**config.mk**
```make
export PLATFORM = sky130hd
export DESIGN_NAME = cd_spi_slave
export DESIGN_NICKNAME = d
export VERILOG_FILES = /design/src/rtl/cd_spi_slave.sv
export SDC_FILE = /design/constraint.sdc
export NUM_CORES = 1
export LEC_CHECK = 0
export CAP_MARGIN = 25
export CORE_MARGIN = 3
export CORE_UTILIZATION = 54
export CTS_BUF_LIST = sky130_fd_sc_hd__clkbuf_4
export CTS_CLUSTER_DIAMETER = 50
export DETAILED_ROUTE_END_ITERATION = 7
export PLACE_DENSITY = 0.89
export RECOVER_POWER = 25
export SLEW_MARGIN = 20
export SYNTH_ARGS = -nofsm -noshare
export SYNTH_HDL_FRONTEND = slang
export SYNTH_SLANG_ARGS = --single-unit
```
**constraint.sdc**
```tcl
create_clock -name clk -period 2 [get_ports clk]
set_input_delay 0.3 -clock clk [delete_from_list [all_inputs] [get_ports clk]]
set_output_delay 0.3 -clock clk [all_outputs]
set_load 0.01 [all_outputs]
```
**src/rtl/cd_spi_slave.sv**
```systemverilog
`default_nettype none
// ============================================================================
// Module      : cd_spi_slave
// Description : SPI mode-0 (MSB first) slave front-end that turns SPI frames
//               into single-cycle CSR read/write strobes on the cd_csr bus.
//               All SPI pins are oversampled in the clk domain.
// Revision    : 1.0 - initial release
// ============================================================================
module cd_spi_slave #(
    parameter int SYNC_STAGES = 2
) (
    input  logic       clk,
    input  logic       reset_n,
    input  logic       sclk,
    input  logic       nss,
    input  logic       mosi,
    output logic       miso,
    output logic       miso_oe,
    output logic       chip_select,
    output logic [4:0] csr_address,
    output logic       csr_read,
    input  logic [7:0] csr_readdata,
    output logic       csr_write,
    output logic [7:0] csr_writedata
);

    localparam logic [1:0] c_IDLE = 2'd0;
    localparam logic [1:0] c_CMD  = 2'd1;
    localparam logic [1:0] c_WR   = 2'd2;
    localparam logic [1:0] c_RD   = 2'd3;

    // Synchroniser chains; nss idles high so its chain resets to ones
    logic [SYNC_STAGES-1:0] r_sclk_sync;
    logic [SYNC_STAGES-1:0] r_mosi_sync;
    logic [SYNC_STAGES-1:0] r_nss_sync;
    logic [SYNC_STAGES-1:0] r_fill;
    logic                   r_sclk_d;
    logic                   r_armed;

    logic       w_sclk;
    logic       w_mosi;
    logic       w_nss;
    logic       w_cs;
    logic       w_rise;
    logic       w_fall;
    logic       w_fill_done;

    logic [1:0] r_state;
    logic [1:0] w_state_next;

    logic [6:0] r_rx_sr;
    logic [7:0] r_tx_sr;
    logic [2:0] r_bit_cnt;
    logic       r_skip_fall;
    logic [4:0] r_csr_address;
    logic       r_csr_read;
    logic       r_csr_write;
    logic [7:0] r_csr_writedata;

    logic [7:0] w_byte;
    logic       w_byte_end;
    logic       w_load_addr;
    logic       w_read_pulse;
    logic       w_write_pulse;

    assign w_sclk      = r_sclk_sync[SYNC_STAGES-1];
    assign w_mosi      = r_mosi_sync[SYNC_STAGES-1];
    assign w_nss       = r_nss_sync[SYNC_STAGES-1];
    assign w_cs        = ~w_nss;
    assign w_rise      = w_sclk & ~r_sclk_d;
    assign w_fall      = ~w_sclk & r_sclk_d;
    // r_fill reaches all-ones once every sync stage holds a real pin sample
    assign w_fill_done = r_fill[SYNC_STAGES-1];

    // Byte as it stands including the bit arriving on this rise
    assign w_byte      = {r_rx_sr, w_mosi};
    assign w_byte_end  = w_rise && (r_bit_cnt == 3'd7) && w_cs;

    assign chip_select   = w_cs;
    assign miso          = r_tx_sr[7];
    assign csr_address   = r_csr_address;
    assign csr_read      = r_csr_read;
    assign csr_write     = r_csr_write;
    assign csr_writedata = r_csr_writedata;

    // Pin synchronisers, sclk edge history and the "nss seen high" arming flag
    always_ff @(posedge clk or negedge reset_n) begin
        if (!reset_n) begin
            r_sclk_sync <= '0;
            r_mosi_sync <= '0;
            r_nss_sync  <= '1;
            r_fill      <= '0;
            r_sclk_d    <= 1'b0;
            r_armed     <= 1'b0;
        end else begin
            r_sclk_sync <= {r_sclk_sync[SYNC_STAGES-2:0], sclk};
            r_mosi_sync <= {r_mosi_sync[SYNC_STAGES-2:0], mosi};
            r_nss_sync  <= {r_nss_sync[SYNC_STAGES-2:0], nss};
            r_fill      <= {r_fill[SYNC_STAGES-2:0], 1'b1};
            r_sclk_d    <= w_sclk;
            if (w_fill_done && w_nss) begin
                r_armed <= 1'b1;
            end
        end
    end

    // FSM state register
    always_ff @(posedge clk or negedge reset_n) begin
        if (!reset_n) begin
            r_state <= c_IDLE;
        end else begin
            r_state <= w_state_next;
        end
    end

    // FSM next-state: the command byte decides between write and read phases
    always_comb begin
        w_state_next = r_state;
        case (r_state)
            c_IDLE: begin
                if (r_armed && w_cs) begin
                    w_state_next = c_CMD;
                end
            end
            c_CMD: begin
                if (!w_cs) begin
                    w_state_next = c_IDLE;
                end else if (w_byte_end) begin
                    w_state_next = w_byte[7] ? c_WR : c_RD;
                end
            end
            c_WR, c_RD: begin
                if (!w_cs) begin
                    w_state_next = c_IDLE;
                end
            end
            default: w_state_next = c_IDLE;
        endcase
    end

    // FSM outputs: byte-boundary decodes that become next-cycle strobes
    always_comb begin
        w_load_addr   = 1'b0;
        w_read_pulse  = 1'b0;
        w_write_pulse = 1'b0;
        miso_oe       = (r_state != c_IDLE);
        if (w_byte_end) begin
            case (r_state)
                c_CMD: begin
                    w_load_addr  = 1'b1;
                    w_read_pulse = ~w_byte[7];
                end
                c_RD:    w_read_pulse  = 1'b1;
                c_WR:    w_write_pulse = 1'b1;
                default: w_load_addr   = 1'b0;
            endcase
        end
    end

    // Shift registers, bit counter and CSR strobes
    always_ff @(posedge clk or negedge reset_n) begin
        if (!reset_n) begin
            r_rx_sr         <= '0;
            r_tx_sr         <= '0;
            r_bit_cnt       <= '0;
            r_skip_fall     <= 1'b0;
            r_csr_address   <= '0;
            r_csr_read      <= 1'b0;
            r_csr_write     <= 1'b0;
            r_csr_writedata <= '0;
        end else begin
            r_csr_read  <= w_read_pulse;
            r_csr_write <= w_write_pulse;
            if (w_load_addr) begin
                r_csr_address <= w_byte[4:0];
            end
            if (w_write_pulse) begin
                r_csr_writedata <= w_byte;
            end
            // Outside a frame the bit position restarts and dummy zeros are queued
            if ((r_state == c_IDLE) || !w_cs) begin
                r_bit_cnt   <= '0;
                r_tx_sr     <= '0;
                r_skip_fall <= 1'b0;
            end else begin
                if (w_rise) begin
                    r_rx_sr   <= w_byte[6:0];
                    r_bit_cnt <= r_bit_cnt + 3'd1;
                end
                // A freshly loaded byte already presents bit7, so the trailing
                // fall of the previous byte must not shift it away
                if (r_csr_read) begin
                    r_tx_sr     <= csr_readdata;
                    r_skip_fall <= 1'b1;
                end else if (w_fall) begin
                    if (r_skip_fall) begin
                        r_skip_fall <= 1'b0;
                    end else begin
                        r_tx_sr <= {r_tx_sr[6:0], 1'b0};
                    end
                end
            end
        end
    end

endmodule
`default_nettype wire
```
# After elaboration in Yosys (flattened, before gate mapping)
# Cells that the tools add are included.
# word_totals
ff_bits	46
inputBits	13
out_inout_bits	18
# classes
add_sub_neg	1
eq_ne	8
mux	21
n_bitwise	7
n_reduce_logical	13
# op_table
op	n
two-way mux 8 bit	4
two-way mux 1 bit	9
two-way mux 2 bit	4
two-way mux 3 bit	2
one-hot mux 2 bit (3 select lines)	1
NOT 1 bit	5
equality test 2 bit (second input constant)	2
logical AND 1 bit	4
inequality test 2 bit (second input constant)	2
AND reduction 2 bit	2
nonzero test 2 bit	2
adder 3 x 1 -> 3 bit (second input constant)	1
equality test 3 bit (second input constant)	1
inequality test 3 x 1 -> 1 bit (second input constant)	1
inequality test 3 bit (second input constant)	1
AND reduction 3 bit	1
nonzero test 3 bit	1
AND 1 bit	2
equality test 2 x 1 -> 1 bit (second input constant)	1
zero test 2 bit	1
one-hot mux 1 bit (2 select lines)	1
OR reduction 2 bit	1
logical OR 1 bit	1

# Depth between registers and ports, before layout
# logic_depth
depth_word	7
depth_mapped	5
depth_no_buf	5

# Least setup slack after synthesis
# OpenSTA, ideal clock, no wires.
# synth_path
path_kind	reg-to-reg
start	reg r_bit_cnt[0]
end	reg r_csr_writedata[0] (netlist: csr_writedata[0])
arrival_ns	1.447
slack_ns	0.428
stages_incl_launch_ff	6
path_buffers	0
path_cell_list	dfrtp_1 ha_1 ha_1 and4bb_1 nand3b_4 mux2_2
# synth_between
elab_chain_len	4
# synth_rtl
element	line_no	rtl
start: declaration	53	logic [2:0] r_bit_cnt;
start signal: assignment	188	r_bit_cnt <= r_bit_cnt + 3'd1;
equality test 3 bit	77	assign w_byte_end = w_rise && (r_bit_cnt == 3'd7) && w_cs;
logical AND 1 bit (2 in series)	77	
two-way mux 1 bit	147	if (w_byte_end) begin
end signal: assignment	178	r_csr_writedata <= w_byte;
end: declaration	58	logic [7:0] r_csr_writedata;
# Every way passes these cells.
# A chain may end at the register's enable or synchronous reset.

# Final worst setup path
# layout_path
start	reg r_state[0]
end	out miso_oe
# layout_between
elab_chain_len	1
# layout_rtl
element	line_no	rtl
start: declaration	48	logic [1:0] r_state;
start signal: assignment	110	r_state <= c_IDLE;
start signal: assignment	112	r_state <= w_state_next;
nonzero test 2 bit	146	miso_oe = (r_state != c_IDLE);
end: declaration	18	output logic miso_oe,
# Every way passes these cells.

==> run summary <==
The static power due to leakage was 1.07 nW. The floorplan has 20 rows. Setup slack on the critical path of the routed design comes to 0.0705 ns.

The post-synthesis cell type count came out at 27. After detailed routing, the number of vias per cell comes to 5.33. Buffers added to address setup during post-CTS repair amount to 0. The H-tree generated during clock tree synthesis spans 2 levels.

Dividing the detail-routed wire length by the instance count gives 15.3 um. Setup repair after global routing left no endpoint under its margin. The number of inserted filler cells in the final layout is 212.

The run gives 63.7% as the sequential cell area fraction in the yosys report. For this design, the slowest cell found on the critical path is sky130_fd_sc_hd__clkdlybuf4s50_1. For the effective utilization at floorplan, the log shows 57.9%.

The top cell types in the final layout, fill and taps aside, are sky130_fd_sc_hd__dfrtp_1 (44), sky130_fd_sc_hd__clkdlybuf4s50_1 (26), sky130_fd_sc_hd__mux2_2 (20), sky130_fd_sc_hd__a21oi_1 (10), sky130_fd_sc_hd__nand2_1 (8). Counting along the longest clock path gives a buffer depth of 2. The flow ran to the end, and the final reports show no timing, DRC or antenna violations. The total power per unit cell area was 742 mW/mm^2. The die covers 0.00409 mm^2. At the pin with the least slew margin, the transition time is 1.08 ns. Setup violations remaining at the end of the flow were counted as 0. Remaining max-slew budget at the tightest pin: 28.3%. Relative to the synthesized area, the layout overhead comes to 24.7%. The net count after synthesis was 148; the delay of the slowest cell on the worst path was 0.48 ns. After clock tree synthesis, the clock-pin slew on the worst setup and hold paths is 0.12 ns. Cells with a size suffix above 1 make up 23.4% of the layout.

In the global route stage, overall resource usage came out at 18.7%. The most common cell after layout, fill and taps aside was sky130_fd_sc_hd__dfrtp_1. For met2 alone, demand over resource in global routing was 31.1%.

The count of buffering cells on the critical path with inverters included came out at 1. The tools report the initial antenna violation count as 0. CTS saw 46 sinks. The height of the die was 63.9 um; the via count of the first global-routing pass was 1250. Entering global routing, the biggest net connects 47 pins. Final worst clock skew: 0.00588 ns. Data on the critical path arrives at its endpoint at 1.63 ns. The average cell area after synthesis came out at 13.6 um^2.

Most heavily used metal layer in global routing: met2. The tool flagged a number of max-cap violations equal to 0. The tools report the post-placement cell count as 206. Detailed placement finished with a half-perimeter wire length of 2340 um. The tree is rooted in a sky130_fd_sc_hd__clkbuf_4. For this run, global-route usage on met3 was measured as 5.62%. For the max-slew violation count, the log shows 0. In this run the worst path has a maximum fanout of 7. The post-place setup slack is 0.291 ns, and the first-pass iteration count of the detailed router is 4. For the number of cells produced by synthesis, the log shows 133. Excluding fillers, the count of instances in the completed layout stands at 215. In this run the cell area of the synthesized design comes to 0.00181 mm^2. Adding up every negative setup slack in the final design gives 0 ns. For this run, global-route usage on met1 was measured as 23.4%. After floorplanning, the core was sized to cover 0.00313 mm^2.

The first global-routing pass estimated 5910 um of wire. The tools report the number of DRC markers in iteration 0 as 70. The DRC violation count after routing came out at 0. For the clock insertion delay at the later pin of the skew report, the log shows 0.35 ns. The family with the most delay on the worst path is buffers and inverters.

Number of failing hold endpoints at the final stage: 0. The final wirelength is 3290 um. Buffers placed on the I/O ports in this run total 30. In this run, CTS created clock tree buffers numbering 5. In this run the count of I/O pins placed on the die edge is 31. Design area: 0.00226 mm^2.

Routability-driven placement finished with a final weighted congestion of 0.750. Yosys printed 0 warnings. The tools report the endpoint kind of the worst setup timing path as an output pin. The run gives 0 as the diode insertion count for antenna repair. At the worst endpoint, the required time is 1.70 ns.

The worst supply voltage drop on vdd was 536 uV; the number of nets at the end of the flow was 185. TritonCTS built the clock tree. The die is 63.9 um wide.

The worst setup path is launched from a flop. Critical path class: reg -> out. The global-route congestion overflow total was 0; the number of storage elements in the synthesis netlist was 46. After layout, the worst path uses 96.5% of the clock period.

The time the final worst path needs with I/O delays and setup works out to 1.93 ns. The routed layout has 1146 vias. In this run the remaining antenna-violating nets after routing total 0.

Walking the worst path, the cells encountered are or2_2 > clkdlybuf4s50_1. In this run the worst hold path is classified as reg -> reg. The standard cell area after detailed placement is 0.00218 mm^2, and the maximum frequency from static timing analysis is 518 MHz.
==> layout make-up <==
type | count | area [um^2] | area share, %
Clock buffer | 7 | 52.6 | 2.33
Timing Repair Buffer | 34 | 325 | 14.4
Clock inverter | 1 | 30.0 | 1.33
Sequential cell | 46 | 1150 | 51.1
Tap cell | 44 | 55.1 | 2.44
Multi-Input combinational cell | 80 | 632 | 28.0
Inverter | 3 | 11.3 | 0.498
==> state kept, by name, indices dropped and copies added, names as in the netlist <==
register and flops:
r_nss_sync 2, csr_write 1, r_skip_fall 1, r_sclk_sync 2, r_rx_sr 7, csr_address 5
r_bit_cnt 3, r_sclk_d 1, r_mosi_sync 2, r_fill 2, r_armed 1, r_state 2
r_tx_sr 8, csr_writedata 8, csr_read 1
==> path summary, 6_finish.rpt <==
check	from	end	slack, ns	depth (start not counted)
worst max-delay path	r_state[0]$_DFFE_PN0P_	miso_oe	0.07	2
worst min-delay path	r_sclk_sync[0]$_DFF_PN0_	r_sclk_sync[1]$_DFF_PN0_	0.36	0
worst max register to register	r_bit_cnt[0]$_DFFE_PN0P_	csr_writedata[4]$_DFFE_PN0P_	0.29	5
worst min register to register	r_sclk_sync[0]$_DFF_PN0_	r_sclk_sync[1]$_DFF_PN0_	0.36	0
max in group asynchronous	reset_n	r_tx_sr[3]$_DFFE_PN0P_	0.57	3
min in group asynchronous	reset_n	csr_write$_DFF_PN0_	0.76	3
==> what timing repair did <==
action	CTS	global route
hold buffers	1	0
endpoints found under the hold margin	44	0
setup endpoints to repair	0	0
resized for setup	0	0
==> metal layers <==
metal / wire length [um] / up-vias
met2: 1710 / 28
met5: 0 / -
met3: 155 / 7
met4: 58 / 0
met1: 1360 / 576
li1: - / 535
==> logic make-up (layout without fill, tap and decap cells) <==
| logic type | after synthesis | count (layout) | synth area share (%) |
|---|---|---|---|
| flip-flops | 46 | 46 | 63.7 |
| AND/OR/NAND/NOR | 33 | 33 | 12.2 |
| multiplexers | 22 | 22 | 13.5 |
| AO/OA/AOI/OAI | 21 | 21 | 7.04 |
| buffers and inverters | 7 | 45 | 1.45 |
| adder cells (fa/ha/maj) | 2 | 2 | 1.38 |
| other | 1 | 1 | 0.207 |
| XOR/XNOR | 1 | 1 | 0.484 |
==> per-stage QoR <==
step / hold WS, ns / power, W / utilization [%]
3_5_place_dp: 0.296 / 0.00114 / 69.8
6_report: 0.363 / 0.00168 / 72.2
2_1_floorplan: 0.00441 / 0.00107 / -
3_3_place_gp: 0.290 / 0.00113 / 69.8
4_1_cts: 0.330 / 0.00170 / 72.7
5_1_grt: 0.366 / 0.00174 / 72.2
==> cells in the mapped netlist, drive strengths merged <==
library cell	n	area, um^2
o21ai	2	10.0
nand3	1	10.0
mux2i	2	20.0
nor3b	1	12.5
a21o	1	7.51
ha	2	25.0
o21bai	1	7.51
xor2	1	8.76
or3b	1	8.76
and4bb	1	12.5
nand3b	4	42.5
nor2	5	26.3
clkbuf	4	15.0
or2	1	6.26
dfrtp	44	1100
conb	1	3.75
a211oi	7	52.6
nand2	8	30.0
nor2b	7	43.8
inv	3	11.3
nand2b	3	18.8
a21oi	10	50.1
mux2	20	225
nor4bb	1	10.0
dfstp	2	52.6
==> power breakdown <==
part / internal, W / leakage, nW / switching [W]
clock network: 0.000292 / 0.0463 / 0.000271
logic: 0.0000597 / 0.414 / 0.0000468
registers: 0.000970 / 0.608 / 0.0000366
total: 0.00132 / 1.07 / 0.000354
Power figures use the tool's default switching activity.
